## config.mk

```make
export PLATFORM = sky130hd
export DESIGN_NAME = wb_stage
export DESIGN_NICKNAME = d
export VERILOG_FILES = /design/src/rtl/wb_stage.sv
export SDC_FILE = /design/constraint.sdc
export NUM_CORES = 1
export LEC_CHECK = 0
export CAP_MARGIN = 20
export CORE_MARGIN = 2
export CORE_UTILIZATION = 56
export CTS_CLUSTER_SIZE = 12
export DETAILED_ROUTE_END_ITERATION = 8
export DONT_BUFFER_PORTS = 1
export PLACE_DENSITY = 0.74
export SLEW_MARGIN = 40
export SYNTH_ARGS = -nofsm -noshare
export SYNTH_HDL_FRONTEND = slang
export SYNTH_SLANG_ARGS = --single-unit
```

## constraint.sdc

```tcl
create_clock -name clk -period 4.3 [get_ports clk]
set_input_delay 0.43 -clock clk [delete_from_list [all_inputs] [get_ports clk]]
set_output_delay 0.43 -clock clk [all_outputs]
set_load 0.05 [all_outputs]
```

## src/rtl/wb_stage.sv

```systemverilog
// Write-back stage: MEM/WB pipeline register, load extraction, result select, retired-instruction counter.
// Optional write-before-read bypass toward ID is enabled by defining WB_BYPASS_EN.
module wb_stage (
  input  logic        clk,
  input  logic        reset,
  input  logic        mem_valid,
  input  logic        mem_reg_write,
  input  logic [4:0]  mem_rd,
  input  logic [1:0]  mem_wb_sel,
  input  logic [2:0]  mem_funct3,
  input  logic [31:0] mem_alu_result,
  input  logic [31:0] mem_read_data,
  input  logic [31:0] mem_pc4,
  output logic        rf_reg_write,
  output logic [4:0]  rf_rd,
  output logic [31:0] rf_wd,
  output logic        wb_valid,
  output logic [31:0] instret
`ifdef WB_BYPASS_EN
  ,
  input  logic [4:0]  id_rs1,
  input  logic [4:0]  id_rs2,
  input  logic [31:0] id_rd1_raw,
  input  logic [31:0] id_rd2_raw,
  output logic [31:0] id_rd1,
  output logic [31:0] id_rd2
`endif
);

  localparam logic [1:0] SEL_ALU  = 2'b00;
  localparam logic [1:0] SEL_LOAD = 2'b01;
  localparam logic [1:0] SEL_PC4  = 2'b10;

  logic        valid_r;
  logic        reg_write_r;
  logic [4:0]  rd_r;
  logic [1:0]  wb_sel_r;
  logic [2:0]  funct3_r;
  logic [31:0] alu_r;
  logic [31:0] rdata_r;
  logic [31:0] pc4_r;
  logic [31:0] instret_r;
  logic [31:0] load_s;
  logic [31:0] wd_s;
  logic        we_s;

  // Extract and extend the addressed byte/halfword of an aligned word; unsupported widths give zero.
  function automatic logic [31:0] load_extend(input logic [2:0] f3, input logic [1:0] off,
                                              input logic [31:0] word);
    logic [7:0]  byte_v;
    logic [15:0] half_v;
    logic [31:0] res_v;
    case (off)
      2'd0:    byte_v = word[7:0];
      2'd1:    byte_v = word[15:8];
      2'd2:    byte_v = word[23:16];
      2'd3:    byte_v = word[31:24];
      default: byte_v = 8'h00;
    endcase
    half_v = off[1] ? word[31:16] : word[15:0];
    case (f3)
      3'b000:  res_v = {{24{byte_v[7]}}, byte_v};
      3'b100:  res_v = {24'h000000, byte_v};
      3'b001:  res_v = {{16{half_v[15]}}, half_v};
      3'b101:  res_v = {16'h0000, half_v};
      3'b010:  res_v = word;
      default: res_v = 32'h0000_0000;
    endcase
    return res_v;
  endfunction

  // MEM/WB capture register and retired-instruction counter; reset discards the in-flight slot.
  always_ff @(posedge clk or posedge reset) begin
    if (reset) begin
      valid_r     <= 1'b0;
      reg_write_r <= 1'b0;
      rd_r        <= 5'd0;
      wb_sel_r    <= 2'b00;
      funct3_r    <= 3'b000;
      alu_r       <= 32'h0000_0000;
      rdata_r     <= 32'h0000_0000;
      pc4_r       <= 32'h0000_0000;
      instret_r   <= 32'h0000_0000;
    end else begin
      valid_r     <= mem_valid;
      reg_write_r <= mem_reg_write;
      rd_r        <= mem_rd;
      wb_sel_r    <= mem_wb_sel;
      funct3_r    <= mem_funct3;
      alu_r       <= mem_alu_result;
      rdata_r     <= mem_read_data;
      pc4_r       <= mem_pc4;
      if (valid_r) begin
        instret_r <= instret_r + 32'd1;
      end else begin
        instret_r <= instret_r;
      end
    end
  end

  // Result select; the reserved source code writes zero.
  always_comb begin
    load_s = load_extend(funct3_r, alu_r[1:0], rdata_r);
    wd_s   = 32'h0000_0000;
    case (wb_sel_r)
      SEL_ALU:  wd_s = alu_r;
      SEL_LOAD: wd_s = load_s;
      SEL_PC4:  wd_s = pc4_r;
      default:  wd_s = 32'h0000_0000;
    endcase
  end

  assign we_s         = valid_r & reg_write_r & (rd_r != 5'd0);
  assign rf_reg_write = we_s;
  assign rf_rd        = rd_r;
  assign rf_wd        = wd_s;
  assign wb_valid     = valid_r;
  assign instret      = instret_r;

`ifdef WB_BYPASS_EN
  // Forward the write in progress to same-cycle ID reads; x0 never matches because we_s excludes it.
  always_comb begin
    id_rd1 = id_rd1_raw;
    id_rd2 = id_rd2_raw;
    if (we_s && (id_rs1 == rd_r)) begin
      id_rd1 = wd_s;
    end else begin
      id_rd1 = id_rd1_raw;
    end
    if (we_s && (id_rs2 == rd_r)) begin
      id_rd2 = wd_s;
    end else begin
      id_rd2 = id_rd2_raw;
    end
  end
`endif

endmodule

```

# Yosys cells after proc, flatten, opt, wreduce, memory -nomap -nowiden
# Index checks and enable logic that the tools add are counted.
[op_classes]
div_mod_pow = 0
mux = 4
n_eq_ne = 9
mul = 0
n_reduce_logical = 4
n_bitwise = 2
magnitude_cmp = 0
n_addsub = 1
shifts = 0
[op_table]
columns = ["op", "count"]
rows = [
  ["$pmux W32 S5", 1],
  ["$pmux W32 S3", 1],
  ["$add A32 B1 Y32 const B", 1],
  ["$pmux W8 S4", 1],
  ["$mux W16", 1],
  ["$eq A2 B2 Y1 const B", 3],
  ["$eq A3 B3 Y1 const B", 2],
  ["$reduce_bool A5 Y1", 1],
  ["$eq A2 B1 Y1 const B", 2],
  ["$logic_not A2 Y1", 2],
  ["$eq A3 B1 Y1 const B", 1],
  ["$eq A3 B2 Y1 const B", 1],
  ["$logic_not A3 Y1", 1],
  ["$and A1 B1 Y1", 2],
]
[totals]
ff_bits = 140
ram_bits = 0
elab_cells = 29
mem_count = 0
latch_bits = 0
rom_bits = 0
out_inout_bits = 71

# Depth between registers and ports, before layout
# Gate-level depths: netlist of the first run.
[logic_depth]
word_depth = 4
ltp_mapped = 7
ltp_nobuf = 5

# Worst setup path before layout of the first run
# No wires, ideal clock.
[synth_path]
kind = "reg2out"
startpoint = "register funct3_r[0]"
endpoint = "output rf_wd[1]"
slack_ps = 1553
stages_incl_launch_ff = 7
n_path_buf = 2
required_time_ps = 3870
arrival_time_ps = 2317
cell_sequence = "dfrtp_1 > buf_2 > nand2b_1 > buf_2 > nor2_1 > a211oi_1 > o32ai_1"
[synth_between]
elab_chain_len = 3
word_cells_on_any_way = 7
cone_classes = "eq/ne: 4; mux: 2; reduce/logical: 1"
[synth_rtl]
columns = ["element", "line", "rtl"]
rows = [
  ["from (decl)", "38", "logic [2:0] funct3_r;"],
  ["from (signal assigned)", "89", "funct3_r <= mem_funct3;"],
  ["$eq A3 B2 Y1 (tied with other cells)", "61", "case (f3)"],
  ["$pmux W32 S5 (*)", "61", ""],
  ["$pmux W32 S3 (*)", "105", "case (wb_sel_r)"],
  ["to (decl)", "16", "output logic [31:0] rf_wd,"],
]
# Every way passes the cells marked *; elsewhere a longest branch is shown, timed or not.

# Final worst setup path of the first run
[layout_path]
startpoint = "register wb_sel_r[1]"
endpoint = "output rf_wd[20]"
[layout_between]
elab_chain_len = 2
word_cells_on_any_way = 4
cone_classes = "eq/ne: 2; mux: 1; reduce/logical: 1"
[layout_rtl]
columns = ["element", "line", "rtl"]
rows = [
  ["from (decl)", "37", "logic [1:0] wb_sel_r;"],
  ["from (signal assigned)", "88", "wb_sel_r <= mem_wb_sel;"],
  ["$eq A2 B2 Y1 (tied with other cells)", "105", ""],
  ["$pmux W32 S3 (*)", "105", ""],
]
# Marked as above.

==> Flow_metrics.wiki, run 1 <==
{| class="wikitable"
! Metric !! Value
|-
| Final Setup Violations || 0
|-
| Post-synthesis instance area || ~0.0054 mm²
|-
| Number of nets produced by synthesis || 503
|-
| Initial antenna violation count || 0
|-
| Post-route ant nets || 0
|-
| Setup total negative slack || 0 ps
|-
| CTS H-Tree Depth || 4
|-
| Count of mapped cells out of synthesis || 392
|-
| Std-Cell Core Area || between 0.009 and 0.01 mm²
|-
| Maximum number of pins on one net before global-route repair || 101
|-
| Highest Clock Rate || 289 MHz
|-
| Share of the core filled with cells || 0.794
|-
| Number of global-route vias before repair || roughly 4,400
|-
| Overflow after GRT || 0
|-
| Overall via count from detail_route || ~4,000
|-
| Chain of cells forming the critical path || nand2b_4 -> nand2b_2 -> or2_1 -> o22ai_1 -> buf_4
|-
| Global-route wire length before repair || approximately 23,000 µm
|-
| Crit-path max cell delay || around 730 ps
|-
| Number of nets in the layout || about 640
|-
| Combined area of the multi-input logic cells || around 0.0019 mm²
|-
| Share of synthesized area occupied by flip-flops and latches || 0.648
|-
| Worst clock skew || 6.29 ps
|-
| Buffers & Inverters on Critical Path || 1
|-
| Part of the cycle the worst path needs || 0.806
|-
| Kind of launch point of the worst setup path || flop
|-
| Row Count || 35
|-
| Register area || 0.00351 mm²
|-
| Maximum vdd ir drop || between 0.0004 and 0.0005 V
|-
| Global placement routability congestion || 0.873
|-
| Unrepaired setup endpoints after global routing || no
|-
| Final Hold Fails || 0
|-
| Synthesized area per cell || roughly 14 µm²
|-
| #FFs+latches synth || 140
|-
| Post-synthesis to final-layout area growth || 37.0%
|-
| Post-route minimum period || roughly 3500 ps
|-
| Top fanout value on the critical path || 18
|-
| CP max stage cell || dfrtp_2
|-
| Total routed wirelength || between 15,000 and 20,000 µm
|-
| 1st-pass router iterations || 5
|-
| Syn. warnings || 0
|-
| Worst relative slew slack || 0.478
|-
| Category of cells accounting for the largest share of critical-path delay || simple AND/OR/NAND/NOR gates
|-
| Clock tree from TritonCTS || done
|-
| Classification of the worst setup path || reg2out
|-
| DIE WIDTH || just over 100 µm
|-
| Class of the tightest hold or removal check || in2reg
|-
| Fraction of final layout cells sized beyond drive strength 1 || 0.163
|-
| Dominant register cell in the synthesized netlist || dfrtp_1
|-
| Initial Utilization || 0.580
|-
| Pleak || ~3.2 nW
|-
| Critical Path AT || ~3000 ps
|-
| Iter 0 DRT Violations || 160
|-
| Max-cap violations || 0
|-
| Total count of max-transition violations in the final report || 0
|-
| Total inserted antenna cells || 0
|-
| Vias per std cell || about 6
|-
| Buffer depth of the longest clock path || 2
|-
| Filler cell count || roughly 530
|-
| Combined global-route utilization of all metal layers || 0.306
|-
| Crit path capture type || output pin
|-
| Detailed placer's ending HPWL || between 8000 and 9000 µm
|-
| Worst slew pin tran || approximately 780 ps
|-
| Required time at the worst-slack endpoint || a little under 4000 ps
|-
| Most frequent standard cell in the layout excluding fill and tap cells || dfrtp_1
|-
| Number of enable flip-flop cells after synthesis || 0
|-
| Cell Pwr Density || 458 mW/mm²
|-
| Result of the run || finished clean
|-
| Number of design rule violations left after detail routing || 0
|-
| Clock latency at the later pin of the worst-skew pair || 540 ps
|-
| DIE AREA || 0.0105 mm²
|-
| FFs w/ async S/R, synth || 1.00
|-
| Height of the chip || a little over 100 µm
|-
| TritonCTS Sinks || 140
|-
| Commonest non-fill, non-tap cells in the layout || dfrtp_1, dlygate4sd3_1, mux2i_1
|-
| Number of I/O pins || ~180
|-
| Clock transition time at the flip-flop clock pins of the worst setup and hold paths || 60 ps
|-
| CTS buffer count || 17
|-
| PortBufs || 0
|-
| Average detailed-routed wire length per instance || approximately 23 µm
|-
| Buffer type at the clock tree root || clkbuf_8
|-
| Number of distinct library cells after synthesis || 46
|}
[metal layers]
metal | GRT usage | wire length, µm | vias up
met1 | 0.341 | 5370 | 1995
met2 | 0.533 | 7990 | 248
li1 | - | - | 1710
met3 | 0.111 | 1280 | 46
met5 | 0 | 0 | -
met4 | 0.128 | 521 | 0
[repair_timing]
item / 4_1_cts / 5_1_grt
hold buffers: 109 / 0
setup buffers: 0 / 0
gates resized for setup: 0 / 0
hold endpoints to repair: 207 / 0
[power by group]
part / total [mW] / internal, mW / switching (mW)
Clock: 1.35 / 0.730 / 0.619
Combinational: 0.440 / 0.184 / 0.257
Sequential: 1.60 / 1.40 / 0.208
Total: 3.39 / 2.31 / 1.08
[logic make-up (layout without fill, tap and decap cells)]
kind of cell               Yosys count  after routing  synth area share
AOI/OAI and AO/OA                   70             70            0.0939
xor gates and xnor gates            31             31            0.0502
adders and majority gates            1              1           0.00231
buffers and inverters               27            175            0.0264
DFF                                140            140             0.648
muxes                               47             47            0.0918
and+or+nand+nor                     76             76            0.0877
[through the flow]
stage | setup slack (ps) | hold slack [ps] | std cells | instance area [µm²] | total power, mW
finish | 836 | 446 | 669 | 7410 | 3.39
global route | 726 | 432 | 669 | 7410 | 3.51
CTS | 924 | 431 | 669 | 7400 | 3.39
detailed placement | 1520 | 461 | 528 | 5770 | 1.97
global placement | 1460 | 461 | 528 | 5710 | 1.95
floorplan | 117 | 461 | 392 | 5410 | 1.86
[sequential cells by signal (all words and copies together) (netlist names)]
signal / cells
pc4_r: 32
instret: 32
wb_valid: 1
reg_write_r: 1
rdata_r: 32
funct3_r: 3
rf_rd: 5
wb_sel_r: 2
alu_r: 32
[Yosys cell counts, types with 2 or more instances]
master      n  area (µm²)
nand2_1    10        37.5
inv_1       5        18.8
o22ai_1    28         175
nand2b_1    4        25.0
nor2b_1     2        12.5
xor2_1      5        43.8
clkbuf_2    2        10.0
o32ai_1     5        43.8
mux2i_1    41         410
nand4_1    11        68.8
mux2_2      3        33.8
clkbuf_1    8        30.0
nor3_1      4        20.0
nor2_1     17        63.8
and3_1      2        12.5
mux2_4      2        30.0
a211oi_1    5        37.5
buf_6       4        45.0
nand3_1    12        60.1
buf_2       7        35.0
xnor2_1    26         228
dfrtp_1   140        3500
a22oi_1    19         143
a221oi_1    8        70.1
[worst reg2reg max path: stages (launching register included)]
cell     delay [ps]
dfrtp_1         710
ha_1            270
and4_1          490
nor4b_2         400
nand3_1         160
xnor2_1         170
[final timing paths]
check	from	end	slack, ps	cells after the start
min in group asynchronous	reset	rf_rd[3]	480	2
max in group asynchronous	reset	alu_r[1]	2810	3
max	wb_sel_r[1]	rf_wd[20]	840	5
min reg2reg	instret[31]	instret[31]	850	1
min	mem_alu_result[17]	alu_r[17]	450	1
max reg2reg	instret[0]	instret[18]	1980	5
[final cells by class]
cell class,instances,share of cell area
flip-flops and latches,140,0.473
multi-input cells,225,0.251
repair buffers,138,0.177
clock buffers,17,0.0559
well taps,129,0.0218
clock inverters,15,0.0177
inverters,5,0.00355
No activity file was read; power rests on OpenSTA's default activity.
==> run 2: changes to the inputs <==
--- a/config.mk
+++ b/config.mk
@@ -7,11 +7,11 @@
 export LEC_CHECK = 0
 export CAP_MARGIN = 20
 export CORE_MARGIN = 2
-export CORE_UTILIZATION = 56
+export CORE_UTILIZATION = 60
 export CTS_CLUSTER_SIZE = 12
 export DETAILED_ROUTE_END_ITERATION = 8
 export DONT_BUFFER_PORTS = 1
-export PLACE_DENSITY = 0.74
+export PLACE_DENSITY = 0.76
 export SLEW_MARGIN = 40
 export SYNTH_ARGS = -nofsm -noshare
 export SYNTH_HDL_FRONTEND = slang
==> constraint.sdc (replaced) <==
create_clock -name clk -period 3.6 [get_ports clk]
set_input_delay 0.36 -clock clk [delete_from_list [all_inputs] [get_ports clk]]
set_output_delay 0.36 -clock clk [all_outputs]
set_load 0.05 [all_outputs]
==> run 2 against run 1 <==
  * Worst hold slack worse by 120 ps
  * Die area is 6.4% lower
  * Non-clock buffer count is 9 higher
  * Critical path depth stayed put
  * Combinational power is 20% higher
  * Total power is 19% higher
  * Final cell count is 1.8% lower
  * Critical path type unchanged
  * Critical endpoint is now rf_wd[19]
  * Largest cell class unchanged
  * Largest power group unchanged
==> Flow_metrics.wiki, run 2 (same netlist as run 1, synthesis figures left out) <==
{| class="wikitable"
! Metric !! Value
|-
| Clock tree from TritonCTS || done
|-
| Pleak || 3.25 nW
|-
| DIE AREA || 0.00979 mm²
|-
| Global-route wire length before repair || ~23,000 µm
|-
| Clock latency at the later pin of the worst-skew pair || between 500 and 600 ps
|-
| Fraction of final layout cells sized beyond drive strength 1 || 0.168
|-
| Required time at the worst-slack endpoint || roughly 3200 ps
|-
| Initial antenna violation count || 0
|-
| CTS H-Tree Depth || 4
|-
| Post-route ant nets || 0
|-
| Most frequent standard cell in the layout excluding fill and tap cells || dfrtp_1
|-
| Iter 0 DRT Violations || roughly 200
|-
| Number of I/O pins || 181
|-
| Class of the tightest hold or removal check || in2async
|-
| Worst setup path startpoint || funct3_r[0]
|-
| Kind of launch point of the worst setup path || flop
|-
| Post-route minimum period || around 3300 ps
|-
| Commonest non-fill, non-tap cells in the layout || dfrtp_1, dlygate4sd3_1, mux2i_1
|-
| Clock transition time at the flip-flop clock pins of the worst setup and hold paths || around 60 ps
|-
| Top fanout value on the critical path || 16
|-
| Worst slew pin tran || 797 ps
|-
| Average detailed-routed wire length per instance || around 22 µm
|-
| Setup crit end || rf_wd[19]
|-
| Classification of the worst setup path || reg2out
|-
| Total inserted antenna cells || 0
|-
| Part of the cycle the worst path needs || 0.916
|-
| Worst relative slew slack || 0.468
|-
| Total Power || 4.03 mW
|-
| CTS resizes || 0
|-
| Cell Pwr Density || between 500 and 600 mW/mm²
|-
| Final cell count without fillers || ~660
|-
| Share of the core filled with cells || 0.847
|-
| Result of the run || finished clean
|-
| 1st-pass router iterations || 5
|-
| Row Count || 34
|-
| Std-Cell Core Area || 0.00872 mm²
|-
| Setup total negative slack || 0 ps
|-
| Vias per std cell || ~6
|-
| # placed instances || slightly above 500
|-
| Combined area of the multi-input logic cells || ~0.0018 mm²
|-
| CTS buffer count || 17
|-
| Number of nets in the layout || between 600 and 700
|-
| Height of the chip || 98.9 µm
|-
| Worst Hold Margin || roughly 320 ps
|-
| Initial Utilization || 0.620
|-
| Detailed placer's ending HPWL || 8750 µm
|-
| DIE WIDTH || approximately 99 µm
|-
| Final Hold Fails || 0
|-
| Crit-path max cell delay || ~630 ps
|-
| Filler cell count || just over 400
|-
| TritonCTS Sinks || between 100 and 150
|-
| Post-CTS Hold Buffers || 109
|-
| Register-to-Register Path Depth || 4
|-
| Maximum vdd ir drop || 0.000712 V
|-
| Chain of cells forming the critical path || o21ai_0 -> nand2b_1 -> or2_1 -> o22ai_1 -> buf_4
|-
| Highest Clock Rate || ~300 MHz
|-
| Worst clock skew || 10.8 ps
|-
| Total count of max-transition violations in the final report || 0
|-
| Final Setup Violations || 0
|-
| Number of design rule violations left after detail routing || 0
|-
| Overall via count from detail_route || around 4,000
|-
| Number of global-route vias before repair || between 4,000 and 5,000
|-
| Buffer type at the clock tree root || clkbuf_8
|-
| Reg2Reg Setup Slack || approximately 1300 ps
|-
| CP max stage cell || or2_1
|-
| PortBufs || 0
|-
| Unrepaired setup endpoints after global routing || no
|-
| Critical Path AT || about 2900 ps
|-
| Beginning of the worst register-to-register path || instret[5]
|-
| Register area || approximately 0.0035 mm²
|-
| Post-synthesis to final-layout area growth || 36.6%
|-
| Maximum number of pins on one net before global-route repair || 52
|-
| Setup Buffers After CTS || 0
|-
| Global placement routability congestion || roughly 0.87
|-
| Crit path capture type || output pin
|-
| Total routed wirelength || between 10,000 and 15,000 µm
|-
| Combined global-route utilization of all metal layers || 0.312
|-
| Buffer depth of the longest clock path || 2
|-
| End of the worst register-to-register path || instret[30]
|-
| Max-cap violations || 0
|-
| Overflow after GRT || 0
|}
run 2: cell types whose count changed in the layout (fill, tap and decap cells not counted), moves of 2 or more:
cell        previous run  this run
buf_4                 29        38
o32ai_2                1         5
o32ai_4                4         0
inv_8                  4         1
clkbuf_8               1         3
clkinvlp_4             3         5
o22ai_1               26        28
o22ai_2                2         0
run 2: routing by layer:
metal,track usage,up-vias,part of all wire
met5,0,-,0
met4,0.0948,0,0.019
met3,0.0993,31,0.089
met2,0.542,232,0.53
met1,0.374,1968,0.36
li1,-,1724,-
run 2: area by class of cell:
cell class                      instances  share of cell area
Sequential cell                       140               0.474
Timing Repair Buffer                  147               0.186
Clock inverter                         12              0.0139
Inverter                                5             0.00305
Multi-Input combinational cell        225               0.244
Tap cell                              108              0.0183
Clock buffer                           20              0.0603
run 2: worst max-delay path: cells and delay by family (launching register included):
| kind | cells | cell delay [ps] |
|---|---|---|
| simple gates | 2 | 1070 |
| compound gates | 2 | 580 |
| flops | 1 | 520 |
| buf+inv | 1 | 250 |
run 2: where the power goes:
group          total, mW  internal [mW]  switching, mW
combinational      0.527          0.222          0.306
clock               1.60          0.901          0.698
sequential          1.90           1.67          0.235
run 2: how the worst min path moves through the flow:
stage	startpoint	endpoint	slack [ps]	cells past startpoint
after CTS	reset	pc4_r[16]	310	2
after global placement	reset	alu_r[16]	240	1
final	reset	pc4_r[17]	320	2
after detailed placement	reset	alu_r[17]	240	1
after global routing	reset	pc4_r[17]	330	2
after floorplan	mem_alu_result[0]	alu_r[0]	390	0
run 2: metrics by stage:
step / cell area [µm²] / worst slack, ps
detailed placement: 5750 / 1040
global route: 7390 / 93.1
CTS: 7390 / 366
global placement: 5750 / 1100
floorplan: 5410 / 923
finish: 7390 / 302
==> run 3: changes to the inputs <==
--- a/config.mk
+++ b/config.mk
@@ -11,7 +11,7 @@
 export CTS_CLUSTER_SIZE = 12
 export DETAILED_ROUTE_END_ITERATION = 8
 export DONT_BUFFER_PORTS = 1
-export PLACE_DENSITY = 0.76
+export PLACE_DENSITY = 0.8
 export SLEW_MARGIN = 40
 export SYNTH_ARGS = -nofsm -noshare
 export SYNTH_HDL_FRONTEND = slang
==> run 3 against run 2 <==
  * Utilization increased by 1.3 points
  * Flip-flop and latch count unchanged
  * Maximum frequency decreased by 4.0%
  * Clock-buffer cell count decreased by 2
  * Global-route usage increased by 3.0 points
  * First-iteration DRC count increased by 10%
  * Die area unchanged
  * Wire length increased by 9.6%
==> Flow_metrics.wiki, run 3 (same netlist as run 1, synthesis figures left out) <==
{| class="wikitable"
! Metric !! Value
|-
| Result of the run || finished clean
|-
| Clock latency at the later pin of the worst-skew pair || between 500 and 600 ps
|-
| Top fanout value on the critical path || 16
|-
| Crit-path max cell delay || around 640 ps
|-
| Crit path setup slack, layout || around 160 ps
|-
| Setup total negative slack || 0 ps
|-
| Final Hold Fails || 0
|-
| Crit path capture type || output pin
|-
| Vias per std cell || 6.23
|-
| Worst relative slew slack || 0.455
|-
| Iter 0 DRT Violations || about 220
|-
| Final Setup Violations || 0
|-
| Clock transition time at the flip-flop clock pins of the worst setup and hold paths || around 60 ps
|-
| Buffer type at the clock tree root || clkbuf_8
|-
| Initial Utilization || 0.620
|-
| CTS resizes || 0
|-
| Switching power || ~1.3 mW
|-
| Buffers & Inverters on Critical Path || 1
|-
| Classification of the worst setup path || reg2out
|-
| Initial antenna violation count || 1
|-
| Comb pwr share || 0.123
|-
| Kind of launch point of the worst setup path || flop
|-
| Category of cells accounting for the largest share of critical-path delay || simple AND/OR/NAND/NOR gates
|-
| Global-route wire length before repair || 25,100 µm
|-
| Total routed wirelength || 16,100 µm
|-
| Post-route ant nets || 0
|-
| Row Count || 34
|-
| Clock tree from TritonCTS || done
|-
| Buffer depth of the longest clock path || 2
|-
| Unrepaired setup endpoints after global routing || no
|-
| TritonCTS Sinks || 140
|-
| DIE AREA || ~0.01 mm²
|-
| CTS buffer count || 17
|-
| Combined global-route utilization of all metal layers || 0.342
|-
| Pleak || between 3 and 4 nW
|-
| Worst setup path startpoint || funct3_r[0]
|-
| Std-Cell Core Area || about 0.0087 mm²
|-
| PortBufs || 0
|-
| DIE WIDTH || 98.9 µm
|-
| Max-cap violations || 0
|-
| Cell Pwr Density || roughly 600 mW/mm²
|-
| Reg2Reg Setup Slack || roughly 1200 ps
|-
| Global placement routability congestion || between 0.8 and 0.9
|-
| CP max stage cell || or2_1
|-
| Setup crit end || rf_wd[24]
|-
| Chain of cells forming the critical path || o21ai_0 -> nand2b_1 -> or2_1 -> o22ai_1 -> buf_4
|-
| Class of the tightest hold or removal check || in2async
|-
| Number of design rule violations left after detail routing || 0
|-
| Worst path depth || 5
|-
| Total count of max-transition violations in the final report || 0
|-
| Detailed placer's ending HPWL || approximately 9100 µm
|-
| Highest Clock Rate || about 290 MHz
|-
| CTS H-Tree Depth || 4
|-
| Fraction of final layout cells sized beyond drive strength 1 || 0.166
|-
| Number of global-route vias before repair || approximately 4,600
|-
| Required time at the worst-slack endpoint || 3240 ps
|-
| Worst slew pin tran || between 800 and 900 ps
|-
| Number of nets in the layout || 646
|-
| Post-synthesis to final-layout area growth || 38.6%
|-
| Maximum vdd ir drop || 0.000507 V
|-
| Part of the power in registers || 0.435
|-
| 1st-pass router iterations || 5
|-
| Fraction of power consumed by the clock network || 0.442
|-
| Overall via count from detail_route || approximately 4,100
|-
| Worst clock skew || 9.26 ps
|-
| Post-route minimum period || approximately 3400 ps
|-
| Maximum number of pins on one net before global-route repair || between 70 and 80
|-
| Critical Path AT || ~3100 ps
|-
| Height of the chip || approximately 99 µm
|-
| Beginning of the worst register-to-register path || instret[0]
|-
| Average detailed-routed wire length per instance || around 24 µm
|-
| Sw Ratio || 0.290
|-
| Internal power component || 3.11 mW
|-
| Overflow after GRT || 0
|-
| Number of I/O pins || ~180
|-
| Most frequent standard cell in the layout excluding fill and tap cells || dfrtp_1
|-
| End of the worst register-to-register path || instret[18]
|-
| Commonest non-fill, non-tap cells in the layout || dfrtp_1, dlygate4sd3_1, mux2i_1
|-
| Register-to-Register Path Depth || 5
|-
| Part of the cycle the worst path needs || 0.955
|-
| Filler cell count || 399
|-
| DP Worst Slack || between 900 and 1000 ps
|}
[run 3: final cells by class]
type | count | area (µm²) | share of cell area
well taps | 108 | 135 | 0.0180
clock inverters | 14 | 234 | 0.0312
diodes | 1 | 2.50 | 0.000334
repair buffers | 146 | 1380 | 0.184
clock buffers | 18 | 418 | 0.0557
flip-flops and latches | 140 | 3500 | 0.467
inverters | 5 | 22.5 | 0.00300
multi-input cells | 225 | 1800 | 0.240
[run 3: stage by stage]
step                      instances   util  instance area (µm²)  total power, mW  hold WS (ps)
after floorplan                 392      -                 5410             2.23           391
after global placement          515  0.660                 5750             2.34           323
after detailed placement        515  0.660                 5750             2.36           330
after CTS                       656  0.860                 7500             4.36           374
after global routing            657  0.860                 7500             4.52           383
final                           657  0.860                 7500             4.38           396
[run 3: power by group through the flow]
stage          Combinational [mW]  Clock (mW)  Sequential [mW]
6_report                    0.537        1.94             1.91
5_1_grt                     0.575        2.02             1.92
4_1_cts                     0.525        1.93             1.90
3_5_place_dp                0.422           0             1.93
3_3_place_gp                0.411           0             1.92
2_1_floorplan               0.320           0             1.91
[run 3: what timing repair did]
item                                   CTS  global route
hold buffers                           109             0
endpoints found under the hold margin  135             0
setup buffers                            0             0
[run 3: worst min-delay path by stage]
stage,from,endpoint,depth (start not counted)
after CTS,mem_alu_result[11],alu_r[11],1
after floorplan,mem_alu_result[0],alu_r[0],0
after global placement,reset,pc4_r[23],1
after global routing,mem_rd[0],rf_rd[0],1
after detailed placement,reset,pc4_r[23],1
final,reset,rf_rd[3],2
[run 3: routing by layer]
layer / wire, µm / share of wire / GRT usage
met5: 0 / 0 / 0
met4: 644 / 0.040 / 0.165
met3: 1310 / 0.081 / 0.0993
met2: 8730 / 0.54 / 0.607
met1: 5390 / 0.34 / 0.375
